## src/rtl/lcd_inst_pkg.sv

```systemverilog
// Shared definitions for the HD44780 controller: controller states, the
// power-on init opcodes and small elaboration-time helpers.
package lcd_inst_pkg;

  typedef enum logic [2:0] {
    POWERUP,
    IDLE,
    SETUP,
    PULSE,
    HOLD,
    EXEC_WAIT
  } lcd_state_t;

  localparam logic [7:0] LCD_FUNC_SET_8BIT   = 8'h38;
  localparam logic [7:0] LCD_DISP_ON_CUR_OFF = 8'h0C;
  localparam logic [7:0] LCD_ENTRY_INC       = 8'h06;
  localparam logic [7:0] LCD_CLEAR           = 8'h01;

  localparam int INIT_LEN = 6;

  // Function set is sent three times so the panel locks into 8-bit mode.
  function automatic logic [7:0] init_opcode(input logic [2:0] idx);
    case (idx)
      3'd0, 3'd1, 3'd2: init_opcode = LCD_FUNC_SET_8BIT;
      3'd3:             init_opcode = LCD_DISP_ON_CUR_OFF;
      3'd4:             init_opcode = LCD_ENTRY_INC;
      3'd5:             init_opcode = LCD_CLEAR;
      default:          init_opcode = 8'h00;
    endcase
  endfunction

  function automatic int max_int(input int a, input int b);
    max_int = (a > b) ? a : b;
  endfunction

endpackage

```

## src/rtl/lcd_delay_counter.sv

```systemverilog
// Loadable down-counter that times every controller phase; done marks the
// last cycle of a phase and a zero load value behaves like one.
module lcd_delay_counter #(
  parameter int W = 8
) (
  input  logic         clk,
  input  logic         reset,
  input  logic         load,
  input  logic [W-1:0] load_value,
  output logic         done,
  output logic         empty
);

  logic [W-1:0] count;

  always_ff @(posedge clk or posedge reset) begin
    if (reset) begin
      count <= '0;
    end else if (load) begin
      count <= (load_value == '0) ? W'(1) : load_value;
    end else if (count != '0) begin
      count <= count - W'(1);
    end
  end

  assign done  = (count == W'(1));
  assign empty = (count == '0);

endmodule

```

## src/rtl/lcd_hd44780_ctrl.sv

```systemverilog
// Avalon-MM slave driving an HD44780 character LCD in 8-bit mode: runs the
// power-on init table, then bit-bangs each accepted instruction or character.
module lcd_hd44780_ctrl
  import lcd_inst_pkg::*;
#(
  parameter int POWERUP_CYC = 750000,
  parameter int SETUP_CYC   = 2,
  parameter int EN_HIGH_CYC = 25,
  parameter int HOLD_CYC    = 2,
  parameter int EXEC_CYC    = 2500,
  parameter int CLEAR_CYC   = 82000
) (
  input  logic       clk,
  input  logic       reset,
  input  logic       address,
  input  logic       chipselect,
  input  logic       byteenable,
  input  logic       read,
  input  logic       write,
  input  logic [7:0] writedata,
  output logic       waitrequest,
  output logic [7:0] readdata,
  output logic [1:0] response,
  output logic [7:0] lcd_data,
  output logic       lcd_en,
  output logic       lcd_rs,
  output logic       lcd_rw,
  output logic       lcd_on,
  output logic       lcd_blon
);

  localparam int MAX_CYC = max_int(max_int(max_int(POWERUP_CYC, SETUP_CYC),
                                           max_int(EN_HIGH_CYC, HOLD_CYC)),
                                   max_int(EXEC_CYC, CLEAR_CYC));
  localparam int CW = $clog2(MAX_CYC) + 1;

  localparam logic [CW-1:0] POWERUP_LD = CW'(POWERUP_CYC);
  localparam logic [CW-1:0] SETUP_LD   = CW'(SETUP_CYC);
  localparam logic [CW-1:0] EN_LD      = CW'(EN_HIGH_CYC);
  localparam logic [CW-1:0] HOLD_LD    = CW'(HOLD_CYC);
  localparam logic [CW-1:0] EXEC_LD    = CW'(EXEC_CYC);
  localparam logic [CW-1:0] CLEAR_LD   = CW'(CLEAR_CYC);

  lcd_state_t    state, state_next;
  logic          init_done;
  logic [2:0]    init_idx;
  logic          load;
  logic [CW-1:0] load_value;
  logic          cnt_done, cnt_empty;
  logic          load_pins, pins_rs;
  logic [7:0]    pins_data;
  logic          init_step, init_finish;
  logic          use_clear;
  logic          unused_inputs;

  assign unused_inputs = &{1'b0, byteenable, read};

  lcd_delay_counter #(.W(CW)) u_delay (
    .clk        (clk),
    .reset      (reset),
    .load       (load),
    .load_value (load_value),
    .done       (cnt_done),
    .empty      (cnt_empty)
  );

  // Clear (0x00/0x01) and home (0x02/0x03) take the long execution time, as
  // does every init-table entry.
  assign use_clear = !init_done || (!lcd_rs && (lcd_data[7:1] <= 7'd1));

  assign waitrequest = chipselect && write && !((state == IDLE) && init_done);
  assign readdata    = {(state != IDLE), init_done, 6'b0};
  assign response    = 2'b00;
  assign lcd_rw      = 1'b0;

  always_comb begin
    state_next  = state;
    load        = 1'b0;
    load_value  = '0;
    load_pins   = 1'b0;
    pins_rs     = 1'b0;
    pins_data   = '0;
    init_step   = 1'b0;
    init_finish = 1'b0;
    case (state)
      POWERUP: begin
        if (cnt_empty) begin
          load       = 1'b1;
          load_value = POWERUP_LD;
        end else if (cnt_done) begin
          state_next = SETUP;
          load       = 1'b1;
          load_value = SETUP_LD;
          load_pins  = 1'b1;
          pins_data  = init_opcode(3'd0);
        end
      end
      IDLE: begin
        if (chipselect && write && init_done) begin
          state_next = SETUP;
          load       = 1'b1;
          load_value = SETUP_LD;
          load_pins  = 1'b1;
          pins_rs    = address;
          pins_data  = writedata;
        end
      end
      SETUP: begin
        if (cnt_done) begin
          state_next = PULSE;
          load       = 1'b1;
          load_value = EN_LD;
        end
      end
      PULSE: begin
        if (cnt_done) begin
          state_next = HOLD;
          load       = 1'b1;
          load_value = HOLD_LD;
        end
      end
      HOLD: begin
        if (cnt_done) begin
          state_next = EXEC_WAIT;
          load       = 1'b1;
          load_value = use_clear ? CLEAR_LD : EXEC_LD;
        end
      end
      EXEC_WAIT: begin
        // While init is running, chain straight into the next table entry.
        if (cnt_done) begin
          if (init_done) begin
            state_next = IDLE;
          end else if (init_idx == 3'(INIT_LEN - 1)) begin
            state_next  = IDLE;
            init_finish = 1'b1;
          end else begin
            state_next = SETUP;
            load       = 1'b1;
            load_value = SETUP_LD;
            load_pins  = 1'b1;
            pins_data  = init_opcode(init_idx + 3'd1);
            init_step  = 1'b1;
          end
        end
      end
      default: state_next = POWERUP;
    endcase
  end

  // Pins are registered from the next state so lcd_en cannot glitch.
  always_ff @(posedge clk or posedge reset) begin
    if (reset) begin
      state     <= POWERUP;
      init_done <= 1'b0;
      init_idx  <= 3'd0;
      lcd_en    <= 1'b0;
      lcd_rs    <= 1'b0;
      lcd_data  <= 8'h00;
      lcd_on    <= 1'b0;
      lcd_blon  <= 1'b0;
    end else begin
      state    <= state_next;
      lcd_en   <= (state_next == PULSE);
      lcd_on   <= 1'b1;
      lcd_blon <= 1'b1;
      if (load_pins) begin
        lcd_rs   <= pins_rs;
        lcd_data <= pins_data;
      end
      if (init_step) init_idx <= init_idx + 3'd1;
      if (init_finish) init_done <= 1'b1;
    end
  end

endmodule

```

## config.mk

```make
export PLATFORM = sky130hd
export DESIGN_NAME = lcd_hd44780_ctrl
export DESIGN_NICKNAME = d
export VERILOG_FILES = /design/src/rtl/lcd_inst_pkg.sv /design/src/rtl/lcd_delay_counter.sv /design/src/rtl/lcd_hd44780_ctrl.sv
export SDC_FILE = /design/constraint.sdc
export NUM_CORES = 1
export LEC_CHECK = 0
export BUFFER_PORTS_ARGS = -buffer_cell sky130_fd_sc_hd__buf_4
export CAP_MARGIN = 10
export CORE_UTILIZATION = 35
export DETAILED_ROUTE_END_ITERATION = 6
export PLACE_DENSITY_LB_ADDON = 0.15
export SLEW_MARGIN = 20
export SYNTH_ARGS = -nofsm -noshare
export SYNTH_HDL_FRONTEND = slang
export SYNTH_HIERARCHICAL = 1
export SYNTH_SLANG_ARGS = --single-unit
export TNS_END_PERCENT = 100
```

## constraint.sdc

```tcl
create_clock -name clk -period 4.6 [get_ports clk]
set_input_delay 0.46 -clock clk [delete_from_list [all_inputs] [get_ports clk]]
set_output_delay 0.46 -clock clk [all_outputs]
set_load 0.05 [all_outputs]
```

==> implementation parameters <==
Parameter                              Value

Status
  Status    completed

STA
  Unrepaired setup endpoints after global routing    no
  Fmax    262 MHz
  Final count of hold timing violations    0
  Max-Slew Margin vs Limit    0.309
  Final critical-path required period    3.81 ns
  Fin crit share    0.828
  Pin slew with the least headroom to its limit    1.03 ns
  Setup TNS    0 ns
  Post-Route Hold Slack    0.296 ns
  Setup Skew    0.00544 ns
  Total of endpoints with negative setup slack in the final report    0
  Number of max-slew violations in the final report    0

Synth
  Synthesized cell area    0.00251 sq mm
  Area contributors post-synth    dfrtp_1 (39%), nand2_1 (4.6%), ha_1 (4.0%)
  Top post-synthesis cells by count    dfrtp_1 (39), nand2_1 (31), nor2_1 (21)
  Number of standard cells after synthesis    273
  Number of enable-type register cells in the synthesized netlist    0
  Proportion of netlist area held by the largest area contributor    0.389
  Biggest area consumer among synthesized cells    dfrtp_1
  Leading register cell type out of synthesis    dfrtp_1
  Post-synthesis sequential element count    39
  Count of different cell masters after synthesis    64
  Most repeated cell in the gate-level netlist after synthesis    dfrtp_1
  Synthesized area per cell    9.20 sq um
  Fraction of registers with async set/reset    1.00
  Sequential fraction of the synthesis area    0.389
  Synth warnings    6

Layout
  Final antenna diode count    0
  FILL cells    692
  Area overhead of the layout relative to synthesis    15.1%
  Layout cells sized above 1    0.176
  Post-route design area    0.00289 sq mm
  Final Net Count    334

Worst setup path
  CP Max Fanout    7
  Crit end category    register
  Reg2Reg Launch Point    u_delay/count[0]$_DFFE_PP0P_
  Required time of the worst setup path    4.78 ns
  Critical path data arrival time    3.99 ns
  Launching element type of the critical path    register
  Crit. Startpoint    u_delay/count[0]$_DFFE_PP0P_
  Path type of the worst setup path    register to register

Route
  Post-DR wirelength/cell    14.4 um
  Vias per Instance    4.99
  Total via count after detailed routing    2035
  Total iterations of the first detailed-routing run    4
  Initial DRC count    103
  Detailed-route wire length    5860 um
  Remaining antenna violation count    0
  DRC violations left    0

Floorplanning
  Initial Util    0.366
  Core footprint    0.00687 sq mm
  Number of top-level pins    39
  Site row count    30
  Y dimension of the die    86.7 um
  Total Die Area    0.00752 sq mm
  Width of the chip    86.7 um

Clock tree
  Number of buffers on the longest clock path    2
  CTS Hold Buffers Added    0
  Clock latency at the later pin of the worst-skew pair    0.29 ns
  CTS root buffer    clkbuf_8
  Number of resized instances in the post-cts repair step    0
  CTS H-tree depth    2
  # clock sinks    39
  CTS tree    yes
  Inserted Clock Buffers    5
  Number of setup buffers added after CTS    0
  Worst-path clk slew    0.08 ns

Global route
  Maximum number of pins on one net before global-route repair    23
  Antenna violations before repair    0
  Sum of overflow across all layers after global routing    0
  Total global-route track usage    0.165
  First-pass GRT wire length    9470 um
  Via count of the first global-routing pass    1820

Power and ir drop
  Max IR drop VDD    0.226 mV
  Sw Share    0.346
  Proportion of power drawn by the clock network    0.257
  Proportion of power drawn by flip-flops and latches    0.508
  PwrDens    311 mW/mm^2
  Switching Power    310 uW
  Combinational share of power    0.235
  Internal Dissipation    588 uW
  Static Leak    1.23 nW

Placement
  HPWL Detailed    4230 um
  Weighted congestion reported at the end of routability-driven placement    0.782
  Port Buffers    27
  Area after detailed placement    0.00281 sq mm

Job
  Reported max-cap violation count    0

Worst hold path
  Hold/Removal Path Class    input pin to async pin
## through the flow
stage,setup WS [ns],instances,power [mW],utilization
finish,0.790,408,0.898,0.421
global route,0.424,408,0.953,0.421
CTS,0.795,408,0.906,0.421
detailed placement,0.813,400,0.672,0.409
global placement,0.826,400,0.672,0.409
floorplan,0.998,291,0.628,-
## final cells by class
class / instances / area [sq um] / share of cell area
multi-input cells: 218 / 1420 / 0.491
inverters: 16 / 60.1 / 0.0208
repair buffers: 31 / 233 / 0.0805
clock inverters: 1 / 5.00 / 0.00173
flip-flops and latches: 39 / 976 / 0.338
well taps: 96 / 120 / 0.0416
clock buffers: 7 / 76.3 / 0.0264
## state kept, by name, summed over array words and instances (netlist names)
name,flops
u_delay/count,21
lcd_data,8
init_idx,3
state,3
init_done,1
lcd_blon,1
lcd_en,1
lcd_rs,1
## power by group through the flow
stage / Combinational (mW) / Sequential [mW] / Clock, mW
5_1_grt: 0.234 / 0.466 / 0.254
3_3_place_gp: 0.211 / 0.461 / 0
6_report: 0.211 / 0.456 / 0.231
3_5_place_dp: 0.211 / 0.461 / 0
4_1_cts: 0.213 / 0.455 / 0.238
2_1_floorplan: 0.174 / 0.454 / 0
## cell families after synthesis
logic type / count (synthesis) / share of synthesized area
other: 2 / 0.00299
XOR/XNOR: 17 / 0.0593
buffers and inverters: 34 / 0.0727
AND/OR/NAND/NOR: 117 / 0.274
AO/OA/AOI/OAI: 52 / 0.146
multiplexers: 4 / 0.0174
flip-flops: 39 / 0.389
adder cells (fa/ha/maj): 8 / 0.0399
## layout by cell type, fill, tap and decap left out, drive strengths merged, types with 2 or more instances in the layout
cell type / Yosys / layout
a221oi: 2 / 2
xor2: 8 / 8
nor2b: 2 / 2
or2: 4 / 4
dfrtp: 39 / 39
a32o: 3 / 3
a211oi: 3 / 3
inv: 16 / 16
nor3: 15 / 15
a311o: 2 / 2
nand3: 3 / 3
xnor2: 9 / 9
or3: 3 / 3
or4: 6 / 6
nor4b: 2 / 2
ha: 8 / 8
a32oi: 2 / 2
clkbuf: 3 / 7
a22o: 3 / 3
nor3b: 4 / 4
nand2b: 4 / 4
nor4: 12 / 12
conb: 2 / 20
mux2: 3 / 3
nand2: 31 / 31
o21ai: 19 / 19
and2: 2 / 2
buf: 15 / 31
o211ai: 2 / 2
a21oi: 6 / 6
nor2: 22 / 22
## layer usage
metal / vias up / track usage / wire length (um)
met5: - / 0 / 0
met4: 0 / 0.0485 / 60
met3: 4 / 0.0286 / 139
met2: 23 / 0.260 / 2740
met1: 986 / 0.232 / 2920
li1: 1022 / - / -
## worst max-delay path, cell delays in order, from the launching register on
cell	delay [ns]
dfrtp_1	0.42
inv_1	0.13
ha_1	0.18
nor4b_1	0.32
nand3_1	0.23
nor2_1	0.23
and3b_1	0.25
nor3_4	0.17
o21ai_0	0.16
or4_1	0.52
o41a_1	0.55
and2_0	0.23
a311o_1	0.31
## worst paths after layout
path	endpoint	slack, ns	cells after the start
setup / recovery	u_delay/count[8]$_DFFE_PP0P_	0.79	12
hold / removal	lcd_data[6]$_DFFE_PP0P_	0.30	2
setup reg to reg	u_delay/count[8]$_DFFE_PP0P_	0.79	12
hold reg to reg	lcd_data[0]$_DFFE_PP0P_	0.52	1
max in group asynchronous	u_delay/count[20]$_DFFE_PP0P_	3.76	2
min in group clk	lcd_data[6]$_DFFE_PP0P_	0.40	2
No activity file was read; power rests on OpenSTA's default activity.
